==> src/rtl/alu_arbiter.sv <==
// rtl/alu_arbiter.sv - two-requester round-robin front end for one shared ALU
// One operation in flight; MUL holds EXEC for two cycles before the result is registered.
module alu_arbiter #(
  parameter int N = 32
) (
  input  logic         clk,
  input  logic         rst_n,
  input  logic         req0_valid,
  input  logic         req1_valid,
  output logic         req0_ready,
  output logic         req1_ready,
  input  logic [N-1:0] req0_a,
  input  logic [N-1:0] req0_b,
  input  logic [N-1:0] req1_a,
  input  logic [N-1:0] req1_b,
  input  logic [3:0]   req0_op,
  input  logic [3:0]   req1_op,
  output logic         rsp0_valid,
  output logic         rsp1_valid,
  input  logic         rsp0_ready,
  input  logic         rsp1_ready,
  output logic [N-1:0] rsp_data,
  output logic         rsp_zero,
  output logic [N-1:0] alu_a,
  output logic [N-1:0] alu_b,
  output logic [3:0]   alu_op,
  input  logic [N-1:0] alu_y,
  input  logic         alu_zero,
  output logic         busy
);

  localparam logic [3:0] OP_MUL = 4'b1110;

  typedef enum logic [1:0] {S_IDLE, S_EXEC, S_RESP} state_t;

  state_t       r_state, w_next;
  logic [N-1:0] r_a, r_b, r_rsp_data;
  logic [3:0]   r_op;
  logic         r_grant, r_last_grant, r_cnt, r_rsp_zero;
  logic         w_accept, w_sel, w_exec_done;

  always_ff @(posedge clk or negedge rst_n) begin
    if (!rst_n) r_state <= S_IDLE;
    else        r_state <= w_next;
  end

  always_comb begin
    w_next      = r_state;
    w_accept    = 1'b0;
    w_sel       = 1'b0;
    w_exec_done = 1'b0;
    req0_ready  = 1'b0;
    req1_ready  = 1'b0;
    rsp0_valid  = 1'b0;
    rsp1_valid  = 1'b0;
    case (r_state)
      S_IDLE: begin
        // On a tie the requester that did not win last time is served.
        if (req0_valid && req1_valid) w_sel = ~r_last_grant;
        else                          w_sel = req1_valid;
        if (req0_valid || req1_valid) begin
          w_accept   = 1'b1;
          req0_ready = ~w_sel;
          req1_ready = w_sel;
          w_next     = S_EXEC;
        end
      end
      S_EXEC: begin
        w_exec_done = (r_op != OP_MUL) || r_cnt;
        if (w_exec_done) w_next = S_RESP;
      end
      S_RESP: begin
        rsp0_valid = ~r_grant;
        rsp1_valid = r_grant;
        if (r_grant ? rsp1_ready : rsp0_ready) w_next = S_IDLE;
      end
      default: w_next = S_IDLE;
    endcase
  end

  always_ff @(posedge clk or negedge rst_n) begin
    if (!rst_n) begin
      r_a          <= '0;
      r_b          <= '0;
      r_op         <= '0;
      r_grant      <= 1'b0;
      r_last_grant <= 1'b1;
      r_cnt        <= 1'b0;
      r_rsp_data   <= '0;
      r_rsp_zero   <= 1'b0;
    end else begin
      if (w_accept) begin
        r_a          <= w_sel ? req1_a  : req0_a;
        r_b          <= w_sel ? req1_b  : req0_b;
        r_op         <= w_sel ? req1_op : req0_op;
        r_grant      <= w_sel;
        r_last_grant <= w_sel;
        r_cnt        <= 1'b0;
      end
      if (r_state == S_EXEC) begin
        if (w_exec_done) begin
          r_rsp_data <= alu_y;
          r_rsp_zero <= alu_zero;
        end else begin
          r_cnt <= 1'b1;
        end
      end
    end
  end

  assign alu_a    = r_a;
  assign alu_b    = r_b;
  assign alu_op   = r_op;
  assign rsp_data = r_rsp_data;
  assign rsp_zero = r_rsp_zero;
  assign busy     = (r_state != S_IDLE);

endmodule

==> config.mk <==
export PLATFORM = sky130hd
export DESIGN_NAME = alu_arbiter
export DESIGN_NICKNAME = d
export VERILOG_FILES = /design/src/rtl/alu_arbiter.sv
export SDC_FILE = /design/constraint.sdc
export NUM_CORES = 1
export LEC_CHECK = 0
export ABC_AREA = 0
export CAP_MARGIN = 10
export CORE_AREA = 2 2 136 138
export CTS_BUF_LIST = sky130_fd_sc_hd__clkbuf_4 sky130_fd_sc_hd__clkbuf_8
export DETAILED_ROUTE_END_ITERATION = 10
export DIE_AREA = 0 0 138 140
export DONT_BUFFER_PORTS = 1
export PLACE_DENSITY = 0.55
export SLEW_MARGIN = 10
export SYNTH_ARGS = -nofsm -noshare
export SYNTH_HDL_FRONTEND = slang
export SYNTH_SLANG_ARGS = --single-unit
==> constraint.sdc <==
create_clock -name clk -period 2.9 [get_ports clk]
set_clock_uncertainty 0.15 [all_clocks]
set_input_delay 0.29 -clock clk [delete_from_list [all_inputs] [get_ports clk]]
set_output_delay 0.29 -clock clk [all_outputs]
set_load 0.005 [all_outputs]
==> impl_metrics.yaml, run 1 <==
outcome:
  status: "stopped before the end"
  lastStage: "4_1_cts"
  error: "[ERROR RSZ-0060] Max buffer count reached."
clock_tree:
  cts_max_path_buffers: 2
  cts-root-buf: "clkbuf_8"
  numCtsBuffers: 9
  htree_levels: 3
  cts_resized: 0
  numClockSinks: 106
  ctsHoldBuffers: 139
  cts_setup_buffers: 0
yosys:
  synth_nets: 663
  yosys_register_bits: 106
  avgSynthCellArea_sq_um: 10.8
  ys_types: 27
  syn_area_sq_um: 5250
  yosysWarnings: 0
  synth_cells: 488
  ys_seq_area_share_pct: 50.5
place:
  numPortBuffers: 0
  dp_hpwl_mm: 10.5
  place_inst: 672
  gp_congestion: 0.778
die:
  std_cell_rows: 49
  start_util_pct: 29.5
  pin_count: 281
  die_h_um: 140
  fp.dieW_um: 138
## cells by family after synthesis
family          Yosys count  synth area share (%)
mux                      34                  9.34
buf+inv                 125                  9.84
flops                   106                  50.5
compound gates          211                  28.6
simple gates             12                  1.67
## Yosys cell counts
master,instances,share of area (%)
a21o_1,3,0.43
and3b_1,1,0.17
buf_2,11,1.0
buf_4,1,0.14
buf_6,4,0.86
clkbuf_1,38,2.7
dfrtp_1,105,50
dfstp_2,1,0.50
inv_1,70,5.0
inv_2,1,0.071
mux2_2,4,0.86
mux2_4,29,8.3
mux2i_1,1,0.19
nand2_1,2,0.14
nand2b_1,2,0.24
nand3_2,1,0.19
nand4b_2,1,0.29
nor2_1,1,0.071
nor2_2,1,0.12
nor2_4,1,0.21
nor3_1,1,0.095
nor3b_1,1,0.14
o2111ai_1,68,11
o211ai_1,68,9.7
o21ai_0,69,6.6
o21ai_1,2,0.19
o21bai_4,1,0.36
## stage by stage
stage / utilization, % / area [sq um] / setup WS (ps) / hold slack, ps
after detailed placement: 30.3 / 5390 / 923 / -154
after floorplan: - / 5250 / 1320 / -156
after global placement: 30.3 / 5390 / 1020 / -153
==> inputs of run 2 (changes only) <==
--- a/config.mk
+++ b/config.mk
@@ -7,12 +7,11 @@
 export LEC_CHECK = 0
 export ABC_AREA = 0
 export CAP_MARGIN = 10
-export CORE_AREA = 2 2 136 138
-export CTS_BUF_LIST = sky130_fd_sc_hd__clkbuf_4 sky130_fd_sc_hd__clkbuf_8
+export CORE_AREA = 2 2 166 168
 export DETAILED_ROUTE_END_ITERATION = 10
-export DIE_AREA = 0 0 138 140
+export DIE_AREA = 0 0 168 170
 export DONT_BUFFER_PORTS = 1
-export PLACE_DENSITY = 0.55
+export PLACE_DENSITY_LB_ADDON = 0.15
 export SLEW_MARGIN = 10
 export SYNTH_ARGS = -nofsm -noshare
 export SYNTH_HDL_FRONTEND = slang
==> run 2 against run 1 <==
Effect of this change: the flow now finishes, with violations (hold timing); synthesized area stayed put; synthesized cell count stayed put.
==> impl_metrics.yaml, run 2 <==
die:
  start_util_pct: 19.7
  core_area_sq_um: 26700
  std_cell_rows: 60
  die_area_sq_um: 28600
  pin_count: 281
  die_h_um: 170
  fp.dieW_um: 168
critical_path:
  critPathKind: "flop to flop"
  required_ps: 3040
  cp_common_cell: "buf_4"
  path_cells: "nor2_4 -> buf_4 -> nand3_2 -> buf_4 -> o211ai_1 -> dlygate4sd3_1"
  end_kind: "flop"
  cp-start-kind: "flop"
  cp_max_fo: 44
  cp_slowest_cell: "dlygate4sd3_1"
  cp.arrival_ps: 2740
  cpPeakStageDelay_ps: 580
place:
  dp_hpwl_mm: 11.9
  gp_congestion: 0.702
  place_ws_ps: 848
  numPortBuffers: 0
detailed_routing:
  wl_met3_mm: 1.18
  highest_layer: "met4"
  drt-pass1-iter-count: 4
  drtIter0Drc: 226
  wl_met2_mm: 9.84
  wl_per_cell_um: 19.9
  ant_nets: 0
  vias: 4652
  avgViaCountPerCell: 4.82
  wirelength_mm: 19.2
  post-route-drc-count: 0
  drt-met1-wl_mm: 7.71
grt:
  first_global_vias: 4925
  grt_max_degree: 107
  grt_antenna_before_repair: 0
  track_usage_pct: 13.0
  grt_pass1_wl_mm: 28.7
  overflow: 0
yosys:
  yosys.area.top_type: "dfrtp_1"
  ys_seq_area_share_pct: 50.5
  avgSynthCellArea_sq_um: 10.8
  synth_top_area_share_pct: 50.0
  yosysWarnings: 0
  syn_area_sq_um: 5250
  synth_most_common_cell: "dfrtp_1"
  synth_ff_type: "dfrtp_1"
  synth_cells: 488
  synth_commonest_cells: "105 x dfrtp_1, 70 x inv_1, 69 x o21ai_0"
  ys_types: 27
  yosys_register_bits: 106
  synth_nets: 663
  synth_area_leaders: "dfrtp_1 50%, o2111ai_1 11%, o211ai_1 9.7%"
  synth_edf_count: 0
  synthArstFlopShare_pct: 100
sta:
  fmax_ghz: 0.385
  drv_slew: 0
  finalSetupViolations: 0
  finalHoldViolCount: 106
  grt_setup_unrepaired: "false"
  period_minus_slack_ps: 2600
  fin_tns_setup_ps: 0
  whs_ps: -534
  worstMarginPinSlew_ps: 555
  fin_crit_sh_pct: 89.7
  fin_ws_ps: 300
  max_slew_margin_pct: 62.6
clock_tree:
  cts_tree: "built"
  cts-root-buf: "clkbuf_16"
  numClockSinks: 106
  clk_latency_ps: 350
  cts_max_path_buffers: 2
  clk_pin_slew_ps: 90
  ctsHoldBuffers: 161
  htree_levels: 3
  cts_setup_buffers: 0
  cts_resized: 0
  numCtsBuffers: 9
final_layout:
  mostFrequentLayoutCell: "dlygate4sd3_1"
  fill_cells: 2780
  drive_above_1_share_pct: 11.1
  fin_nets: 794
  num_antenna_cells: 0
  final_cell_mix: "161 x dlygate4sd3_1, 105 x dfrtp_1, 69 x inv_1, 69 x o21ai_0"
  syn2layout_area_growth_pct: 41.9
outcome:
  violations: "hold timing"
  status: "finished, violations left"
run:
  cap_viol_max_count: 0
power:
  power_switching_share_pct: 37.4
  p_per_area_nw_per_um2: 981
  power_frac_comb_pct: 43.2
  seqPwrFrac_pct: 39.8
  p_leak_nw: 3.16
  switchingPower_mw: 2.74
  power.total_mw: 7.31
  intPower_mw: 4.58
  peakVddDrop_mv: 0.369
  p_clk_share_pct: 17.1
hold_path:
  hold_class: "primary input to async pin"
[run 2: metrics by stage]
stage | utilization (%) | hold slack [ps] | instance area [sq um] | std cells
2_1_floorplan | - | -156 | 5250 | 488
3_3_place_gp | 20.8 | -152 | 5560 | 788
3_5_place_dp | 20.8 | -153 | 5560 | 788
4_1_cts | 28.0 | -556 | 7450 | 965
5_1_grt | 28.0 | -564 | 7450 | 965
6_report | 28.0 | -534 | 7450 | 965
[run 2: critical path, delay by kind of cell (launching register included)]
kind            cells  cell delay [ps]
simple gates        2              320
flops               1              440
compound gates      1              230
buf+inv             3             1380
[run 2: cell families after synthesis]
family	synth area share (%)
AOI/OAI and AO/OA	28.6
buffers and inverters	9.84
DFF	50.5
muxes	9.34
and+or+nand+nor	1.67
[run 2: final timing paths]
| path | start | slack, ps | cells after the start | end |
|---|---|---|---|---|
| worst max-delay path | r_state[0] | 300 | 6 | alu_b[30] |
| worst min-delay path | rst_n | -530 | 0 | rsp_data[18] |
| worst max register to register | r_state[0] | 300 | 6 | alu_b[30] |
| worst min register to register | r_cnt | 330 | 1 | r_cnt |
| max in group asynchronous | rst_n | 2930 | 0 | r_last_grant |
| min in group clk | rsp1_ready | 10 | 3 | r_state[1] |
[run 2: metal layers]
| metal | GRT usage (%) | up-vias |
|---|---|---|
| met5 | 0 | - |
| met1 | 15.7 | 2344 |
| met4 | 4.95 | 0 |
| met2 | 22.4 | 197 |
| li1 | - | 2085 |
| met3 | 3.23 | 26 |
[run 2: power by group through the flow]
stage	clock network [mW]	registers [mW]	logic, mW
5_1_grt	1.37	2.99	3.46
3_3_place_gp	0	2.95	2.26
6_report	1.25	2.91	3.16
3_5_place_dp	0	2.94	2.34
2_1_floorplan	0	2.66	1.86
4_1_cts	1.32	2.92	3.16
[run 2: final cells by class]
type / instances / area [sq um] / area share, %
clock inverter: 6 / 57.6 / 0.772
inverter: 71 / 267 / 3.58
clock buffer: 10 / 229 / 3.07
sequential: 106 / 2650 / 35.6
timing repair buffer: 174 / 1730 / 23.3
tap: 341 / 427 / 5.72
multi-input combinational: 257 / 2090 / 28.0
Note: power is estimated with default switching activity, not from simulation.
==> inputs of run 3 (changes only) <==
--- a/config.mk
+++ b/config.mk
@@ -5,12 +5,12 @@
 export SDC_FILE = /design/constraint.sdc
 export NUM_CORES = 1
 export LEC_CHECK = 0
-export ABC_AREA = 0
+export ABC_AREA = 1
 export CAP_MARGIN = 10
-export CORE_AREA = 2 2 166 168
+export CORE_AREA = 2 2 169 171
 export DETAILED_ROUTE_END_ITERATION = 10
-export DIE_AREA = 0 0 168 170
-export DONT_BUFFER_PORTS = 1
+export DIE_AREA = 0 0 171 173
+export GPL_ROUTABILITY_DRIVEN = 0
 export PLACE_DENSITY_LB_ADDON = 0.15
 export SLEW_MARGIN = 10
 export SYNTH_ARGS = -nofsm -noshare
==> run 3 against run 2 <==
Effect of this change: the flow now finishes without violations; count of clock-buffer cells in the layout shrank 1; sequential share of layout area decreased by 6.1 points; setup slack improved by 150 ps; synthesized cell count is 57% higher; fmax increased by 6.1%; synthesized area grew 4.7%; global-route usage up 1.5 points; cell count up 45%; utilization increased by 4.6 points.
==> impl_metrics.yaml, run 3 <==
yosys:
  avgSynthCellArea_sq_um: 7.18
  synthXorXnorAreaFrac_pct: 0
  yosysWarnings: 0
  ys_seq_area_share_pct: 48.3
  synth_edf_count: 0
  synth_nets: 941
  synth_ff_type: "dfrtp_1"
  synth_area_leaders: "dfrtp_1 48%, nand2_1 19%, inv_1 9.8%"
  synth_top_area_share_pct: 47.8
  synth_cells: 766
  yosys.area.top_type: "dfrtp_1"
  muxShareOfSynthArea_pct: 0
  synth_most_common_cell: "nand2_1"
  synth_top_family_by_area: "simple AND/OR/NAND/NOR gates"
  synthArstFlopShare_pct: 100
  synth_commonest_cells: "282 x nand2_1, 143 x inv_1, 105 x dfrtp_1"
  yosys.area_share.simple_pct: 37.1
  syn_area_sq_um: 5500
  synthAdderAreaFrac_pct: 0
  yosys_register_bits: 106
  ys_types: 17
  synth-compound-area-share_pct: 0.478
place:
  place_inst: 1385
  dp_hpwl_mm: 14.1
  place_ws_ps: 625
  numPortBuffers: 280
  placed_area_sq_um: 8680
sta:
  period_minus_slack_ps: 2450
  finalHoldViolCount: 0
  finalSetupViolations: 0
  fin_ws_ps: 449
  grt_setup_unrepaired: "false"
  max_slew_margin_pct: 41.0
  fmax_ghz: 0.408
  drv_slew: 0
  fin_tns_setup_ps: 0
  whs_ps: 206
  worstMarginPinSlew_ps: 886
  fin_crit_sh_pct: 84.5
critical_path:
  critPathKind: "flop to output port"
  end_kind: "output port"
  required_ps: 2460
  cp_max_fo: 35
  reg2reg_depth: 5
  cp-start-kind: "flop"
  cp.arrival_ps: 2010
final_layout:
  fill_cells: 2992
  mostFrequentLayoutCell: "nand2_1"
  syn2layout_area_growth_pct: 63.8
  fin_nets: 1194
  final_area_sq_um: 9000
  final_cell_mix: "281 x nand2_1, 278 x clkdlybuf4s50_1, 143 x inv_1"
  drive_above_1_share_pct: 3.71
  utilization_pct: 32.6
  fin_cells: 1404
grt:
  overflow: 0
  first_global_vias: 5757
  grt_antenna_before_repair: 2
  grt_pass1_wl_mm: 33.6
  track_usage_pct: 14.5
  grt_max_degree: 72
clock_tree:
  numCtsBuffers: 9
  cts_max_path_buffers: 2
  cts_tree: "built"
  numClockSinks: 106
  clk_latency_ps: 350
  clk_pin_slew_ps: 90
  htree_levels: 3
  cts_setup_buffers: 0
  cts-root-buf: "clkbuf_16"
power:
  power.total_mw: 8.19
  p_leak_nw: 4.58
  p_per_area_nw_per_um2: 910
  peakVddDrop_mv: 0.360
die:
  std_cell_rows: 61
  core_area_sq_um: 27600
  pin_count: 281
  start_util_pct: 19.9
  die_h_um: 173
  die_area_sq_um: 29600
  fp.dieW_um: 171
detailed_routing:
  ant_nets: 0
  post-route-drc-count: 0
  avgViaCountPerCell: 4.07
  wl_per_cell_um: 15.2
  drtIter0Drc: 229
  vias: 5714
  drt-pass1-iter-count: 4
  wirelength_mm: 21.3
outcome:
  status: "completed"
run:
  cap_viol_max_count: 0
hold_path:
  hold_class: "primary input to async pin"
## run 3: changes by cell type in the layout (fill, tap and decap cells not counted), moves of 4 or more
cell / delta
clkdlybuf4s50_1: +278
nand2_1: +279
inv_1: +74
nand4_1: +68
mux2_2: -4
o211ai_1: -68
o21ai_0: -68
o2111ai_1: -68
mux2_4: -29
nand3_1: +103
dlygate4sd3_1: -160
nor2_1: +4
## run 3: repair_timing
action                    CTS  global route
hold buffers                1             0
resized for setup           0             0
hold endpoints to repair   15             0
## run 3: cell families (layout without fill, tap and decap cells)
kind of cell,count (synthesis),in the layout
AO/OA/AOI/OAI,3,3
AND/OR/NAND/NOR,461,461
flip-flops,106,106
other,0,2
buffers and inverters,196,454
## run 3: cell type report
cell class                 instances  area, sq um  share of cell area [%]
sequential                       106         2650                    29.5
antenna                            2         5.00                  0.0556
inverter                         144          541                    6.00
tap                              378          473                    5.25
multi-input combinational        464         2080                    23.1
clock buffer                       9          225                    2.50
timing repair buffer             294         2940                    32.7
clock inverter                     7         83.8                   0.931
## run 3: final timing paths
check / slack, ps / to / start
worst max-delay path: 450 / busy / r_state[0]
worst min-delay path: 210 / alu_a[20] / rst_n
worst max register to register: 1040 / alu_a[18] / r_last_grant
worst min register to register: 320 / rsp_data[9] / rsp_data[9]
max in group asynchronous: 1580 / alu_a[5] / rst_n
min in group clk: 320 / rsp_data[9] / rsp_data[9]
## run 3: power by group
| group | total [mW] | internal, mW | switching (mW) |
|---|---|---|---|
| combinational | 4.26 | 2.10 | 2.15 |
| sequential | 2.64 | 2.23 | 0.412 |
| clock | 1.30 | 0.619 | 0.679 |
| total | 8.19 | 4.95 | 3.24 |
## run 3: critical path: stages, from the launching register on
cell,delay [ps]
dfrtp_1,430
nor2_4,240
buf_4,430
inv_1,80
clkdlybuf4s50_1,460
## run 3: layer usage
metal  track usage, %  part of all wire, %
met1             19.0                   45
met2             23.5                   46
met3             3.73                  7.2
met4             4.52                  1.9
met5                0                    0
==> inputs of run 4 (changes only) <==
==> constraint.sdc (replaced) <==
create_clock -name clk -period 2.01 [get_ports clk]
set_clock_uncertainty 0.15 [all_clocks]
set_input_delay 0.201 -clock clk [delete_from_list [all_inputs] [get_ports clk]]
set_output_delay 0.201 -clock clk [all_outputs]
set_load 0.005 [all_outputs]
==> run 4 against run 3 <==
Effect of this change: non-clock buffer count is 16 higher; critical path depth rose by 1; critical path type unchanged; wire length up 2.1%; flip-flop and latch count unchanged; combinational power grew 56%; utilization rose by 0.76 points; global-route usage increased by 0.38 points; die area stayed put; hold slack got worse by 39 ps; first-iteration DRC count rose by 8.3%; cell count up 1.1%; power increased by 50%.
==> impl_metrics.yaml, run 4 (synthesized netlist as in run 3, its figures left out) <==
outcome:
  status: "completed"
grt:
  overflow: 0
  track_usage_pct: 14.9
  first_global_vias: 5942
  grt_max_degree: 44
  grt_antenna_before_repair: 2
  grt_pass1_wl_mm: 34.3
detailed_routing:
  wl_per_cell_um: 15.4
  drtIter0Drc: 248
  avgViaCountPerCell: 4.04
  drt-pass1-iter-count: 4
  vias: 5734
  ant_nets: 0
  wirelength_mm: 21.8
  post-route-drc-count: 0
critical_path:
  cp.arrival_ps: 1540
  crit_path_start: "r_state[0]"
  crit_path_end: "busy"
  reg2reg_depth: 9
  r2r_start: "r_state[0]"
  cp-start-kind: "flop"
  required_ps: 1660
  regToRegSetupSlack_ps: 190
  end_kind: "output port"
  rr_endpoint: "alu_op[1]"
  cp_max_fo: 22
  critPathKind: "flop to output port"
clock_tree:
  cts_max_path_buffers: 2
  cts_tree: "built"
  clk_latency_ps: 360
  clk_pin_slew_ps: 90
  cts-root-buf: "clkbuf_16"
  htree_levels: 3
  numCtsBuffers: 9
  numClockSinks: 106
die:
  fp.dieW_um: 171
  die_area_sq_um: 29600
  std_cell_rows: 61
  die_h_um: 173
  core_area_sq_um: 27600
  start_util_pct: 19.9
  pin_count: 281
place:
  dp_hpwl_mm: 14.7
  numPortBuffers: 280
  placed_area_sq_um: 8790
final_layout:
  drive_above_1_share_pct: 5.29
  fill_cells: 3018
  final_area_sq_um: 9210
  mostFrequentLayoutCell: "nand2_1"
  syn2layout_area_growth_pct: 67.6
  final_cell_mix: "281 x nand2_1, 273 x clkdlybuf4s50_1, 143 x inv_1"
  fin_nets: 1210
power:
  power.total_mw: 12.3
  peakVddDrop_mv: 0.452
  p_leak_nw: 4.71
  p_per_area_nw_per_um2: 1340
sta:
  max_slew_margin_pct: 63.8
  drv_slew: 0
  fin_crit_sh_pct: 94.2
  finalSetupViolations: 0
  worstMarginPinSlew_ps: 543
  whs_ps: 167
  fmax_ghz: 0.528
  grt_setup_unrepaired: "false"
  period_minus_slack_ps: 1890
  finalHoldViolCount: 0
  fin_tns_setup_ps: 0
hold_path:
  hold_class: "primary input to flop"
run:
  cap_viol_max_count: 0
==> run 4: cell count changes in the layout (fill, tap and decap cells not counted), sizes merged <==
cell / delta
buf: +15
clkdlybuf4s50: -5
dlygate4sd2: +4
bufbuf: +1
clkbuf: +1
clkinv: -1
clkinvlp: +1
==> run 4: repair_timing <==
action	CTS	global route
gates cloned	1	0
pin swaps	2	1
hold endpoints to repair	105	0
hold buffers	1	0
setup endpoints to repair	5	1
setup buffers	6	2
gates resized for setup	5	2
==> run 4: how the worst min path moves through the flow <==
stage               start        end  slack, ps  cells past startpoint
3_5_place_dp        rst_n  alu_a[26]        150                      2
2_1_floorplan       rst_n   alu_a[0]       -240                      0
6_report       req1_valid  alu_b[25]        170                      4
4_1_cts        req1_valid  alu_b[25]        160                      4
5_1_grt        req1_valid  alu_b[28]        210                      4
3_3_place_gp        rst_n  alu_a[26]        160                      2
==> run 4: critical path, cell delays in order, from the launching register on <==
cell	delay, ps
dfrtp_1	420
nor2_4	140
buf_4	130
buf_12	170
inv_1	50
dlygate4sd2_1	260
==> run 4: routing by layer <==
metal | GRT usage (%) | vias up | part of all wire (%)
li1 | - | 2915 | -
met1 | 18.1 | 2611 | 43
met2 | 25.5 | 188 | 48
met3 | 4.33 | 20 | 7.3
met4 | 4.17 | 0 | 1.5
met5 | 0 | - | 0
==> run 4: area by class of cell <==
class                   instances  area (sq um)  share of cell area (%)
well taps                     378           473                    5.13
repair buffers                310          3150                    34.2
flip-flops and latches        106          2650                    28.8
clock buffers                   9           225                    2.44
diodes                          2          5.00                  0.0543
multi-input cells             464          2080                    22.6
inverters                     144           541                    5.87
clock inverters                 7          82.6                   0.896
==> run 4: metrics by stage <==
stage | std cells | util [%] | setup WS (ps)
2_1_floorplan | 766 | - | 489
3_3_place_gp | 1392 | 31.8 | 90.8
3_5_place_dp | 1392 | 31.8 | 98.8
4_1_cts | 1416 | 33.3 | 3.09
5_1_grt | 1419 | 33.3 | 16.2
6_report | 1420 | 33.3 | 116
==> run 4: power by group <==
part	leakage (nW)	switching, mW	total (mW)	internal [mW]
clock network	0.145	0.979	1.87	0.890
logic	3.26	3.23	6.64	3.41
registers	1.30	0.577	3.79	3.21
==> RTL change 1: new RTL, flow settings as in run 4 <==
Reset style: synchronous (`rst_n`), changed in 2 clocked blocks.
--- a/src/rtl/alu_arbiter.sv
+++ b/src/rtl/alu_arbiter.sv
@@ -41,3 +41,3 @@
 
-  always_ff @(posedge clk or negedge rst_n) begin
+  always_ff @(posedge clk) begin
     if (!rst_n) r_state <= S_IDLE;
@@ -80,3 +80,3 @@
 
-  always_ff @(posedge clk or negedge rst_n) begin
+  always_ff @(posedge clk) begin
     if (!rst_n) begin
Formal check against the unedited RTL: differs if rst_n is asserted again (counterexample within 4 cycles, from zero or initial values and one cycle with rst_n low); with rst_n held inactive, the same outputs for 10 cycles.
==> RTL change 1 against run 4 <==
Area after synthesis shrank 9.9%; sequential cell count is the same; cell area is 7.0% lower; worst setup slack improved by 64 ps; wire length is 6.6% lower; sequential share of layout area shrank 4.0 points.
Power is not compared: it rests on default switching activity, and its combinational part moved more than twofold at a synthesized area within 25%.
==> RTL change 1: results (changes against run 4) <==
stage	metric	value	unit	change
layout	data_path_buffer_share_of_cell_area_in_the_final_layout	0.359		was 0.342
layout	number_of_diodes_added_for_antenna_fixing	0		was 2
synthesis	synth-compound-area-share	0.0950		was 0.00478
min_path	whs_endpoint	r_last_grant		was alu_b[25]
layout	number_of_multi_input_logic_gates	535		was 464
placement	placement.cell_area	8260	µm²	was 8790 µm²
global_route	grt_start_max_net_pins	58		was 44
critical_path	critical_path_peak_fanout	3		was 22
synthesis	synthFlopType	dfxtp_1		was dfrtp_1
layout	sequential_cell_area	2120	µm²	was 2650 µm²
global_route	initial_antenna_violation_count	0		was 2
routing	route.met3.wl	1650	µm	was 1600 µm
clock_network	post_cts.resized_instances	6		was 5
synthesis	async_flop_share	0		was 1.00
run_status	run_status	finished, final reports clean		unchanged
global_route	grt_use_met1	0.169		was 0.181
global_route	grt_use_met2	0.224		was 0.255
layout	number_of_non_clock_buffers	308		was 310
min_path	min_delay_path_depth	2		was 4
critical_path	crit_path_max_incr_delay	550	ps	was 420 ps
routing	drt_first_pass_iters	5		was 4
critical_path	ff2ff_path_depth	10		was 9
placement	detailed_place_hpwl	14500	µm	was 14700 µm
global_route	grt_pass1_wl	31600	µm	was 34300 µm
critical_path	crit_path_top_delay_cell	clkdlybuf4s50_1		was dfrtp_1
layout	n_fill_cell	3095		was 3018
global_route	track_usage	0.136		was 0.149
routing	route.met2.wl	9480	µm	was 10500 µm
layout	clkbuf_count	11		was 9
routing	route.final.wire_length	20400	µm	was 21800 µm
synthesis	synth_fp_nets	951		was 941
clock_network	postCtsSetupRepairBufs	2		was 6
layout	drive_gt1_frac	0.0507		was 0.0529
layout	fin_nets	1216		was 1210
timing	max_slew.worst_pin.slew	525	ps	was 543 ps
-- RTL change 1: cell count changes after synthesis, sizes merged, moves of 5 or more --
cell / change
nand4: -67
nor2: +21
buf: +5
inv: -64
dfxtp: +106
a21oi: +93
nand2: +24
dfrtp: -105
-- RTL change 1: per-stage QoR --
| stage | setup slack [ps] | cells | util |
|---|---|---|---|
| 4_1_cts | 26.9 | 1424 | 0.310 |
| 2_1_floorplan | 639 | 776 | - |
| 3_3_place_gp | -13.9 | 1406 | 0.299 |
| 6_report | 180 | 1424 | 0.310 |
| 5_1_grt | 38.2 | 1424 | 0.310 |
| 3_5_place_dp | -8.27 | 1406 | 0.299 |
-- RTL change 1: worst max-delay path by stage --
stage	start	cells after the start	slack, ps	end
3_3_place_gp	req1_valid	6	-10	req0_ready
4_1_cts	r_state[0]	4	30	req0_ready
3_5_place_dp	req1_valid	6	-8	req0_ready
5_1_grt	r_state[0]	5	40	req1_ready
6_report	r_state[0]	3	180	busy
2_1_floorplan	alu_op[3]	7	640	rsp_data[22]
==> RTL change 2: new RTL, config.mk and constraints of run 4 <==
Made on the original files. `N`: 32 -> 64.
--- a/src/rtl/alu_arbiter.sv
+++ b/src/rtl/alu_arbiter.sv
@@ -3,3 +3,3 @@
 module alu_arbiter #(
-  parameter int N = 32
+  parameter int N = 64
 ) (
Interface: changed (8 resized); port bits go from 281 to 537. The function was not compared with the original's and may differ.
==> RTL change 2 against run 4 <==
Register-to-register slack about the same; wire length increased by 96%; sequential cell count increased by 96; utilization increased by 29 points; highest routed layer unchanged; area after synthesis increased by 90%; die area unchanged; worst setup slack got worse by 39 ps; cell area increased by 86%; power increased by 95%.
==> RTL change 2: results (changes against run 4) <==
stage	metric	value	unit	change
run_status	run_status	finished, final reports clean		unchanged
global_route	grt_use_met1	0.329		was 0.181
synthesis	synth_fp_nets	1795		was 941
synthesis	synth_area_leaders	dfrtp_1, nand2_1, inv_1, nand3_1, nand4_1		unchanged
global_route	track_usage	0.281		was 0.149
synthesis	part_of_the_yosys_area_used_for_sequential_elements	0.484		was 0.483
routing	routed-via-count	11517		was 5734
routing	drt_first_pass_iters	6		was 4
clock_network	clock_tree.buffer_depth	3		was 2
critical_path	arrival_time_of_data_at_the_critical_path_endpoint	1580	ps	was 1540 ps
layout	number_of_diodes_added_for_antenna_fixing	4		was 2
layout	clock_tree_area_fraction	0.0416		was 0.0334
global_route	first_global_vias	11263		was 5942
critical_path	critical_path_peak_fanout	3		was 22
routing	route.met2.wl	21500	µm	was 10500 µm
power	vdd_ir_drop_max	0.759	mV	was 0.452 mV
power	power.share.combinational	0.527		was 0.540
layout	drive_gt1_frac	0.0432		was 0.0529
synthesis	post_synth_num_cell_types	18		was 17
clock_network	clock_sink_count	202		was 106
synthesis	top_cells_by_count_synth	nand2_1, inv_1, dfrtp_1		unchanged
clock_network	clock_transition_time_at_the_flip_flop_clock_pins_of_the_worst_setup_and_hold_paths	60	ps	was 90 ps
layout	clkbuf_count	33		was 9
min_path	hp-class	in2async		was in2reg
synthesis	post_synth_inst_count	1460		was 766
power	power_leakage	0.00894	µW	was 0.00471 µW
-- RTL change 2: changes by cell type in the layout (fill, tap and decap cells not counted), sizes merged, moves of 2 or more --
| cell | change |
|---|---|
| inv | +125 |
| dfrtp | +96 |
| diode | +2 |
| clkbuf | +24 |
| clkinv | +3 |
| nand3 | +95 |
| clkdlybuf4s15 | +2 |
| o21ai | +2 |
| dlygate4sd2 | -2 |
| nand4 | +64 |
| nand2 | +255 |
| clkdlybuf4s50 | +256 |
| buf | +7 |
-- RTL change 2: logic make-up (layout without fill, tap and decap cells) --
kind of cell    Yosys count  count (layout)  share of synthesized area
compound gates            5               5                    0.00275
other cells               0               4                          0
buf+inv                 379             886                      0.142
flops                   202             202                      0.484
simple gates            874             874                      0.371
-- RTL change 2: metrics by stage --
step	power (µW)	instance area, µm²	hold WS [ps]
after floorplan	12400	10400	-245
after CTS	24100	17100	61.7
after global placement	19300	16300	43.4
final	24000	17200	60.6
after global routing	25600	17200	83.0
after detailed placement	19500	16300	41.5
-- RTL change 2: what timing repair did --
item	4_1_cts	5_1_grt
setup endpoints to repair	5	1
setup buffers	7	0
gates cloned	2	0
hold endpoints to repair	201	0
gates resized for setup	12	3
pin swaps	1	1
hold buffers	1	0
-- RTL change 2: final timing paths --
kind,startpoint,to,slack (ps),depth (start not counted)
min in group clk,alu_y[55],rsp_data[55],90,3
hold reg to reg,rsp_data[33],rsp_data[33],320,2
setup / recovery,r_state[0],req0_ready,80,5
max in group asynchronous,rst_n,r_last_grant,960,3
setup reg to reg,r_state[0],alu_b[57],190,8
hold / removal,rst_n,alu_b[49],60,2
-- RTL change 2: critical path, cell delays in order, from the launching register on --
cell and delay [ps]:
dfrtp_1 420, nor2_4 170, buf_6 120, o21ai_4 60, a21oi_4 160, buf_2 150
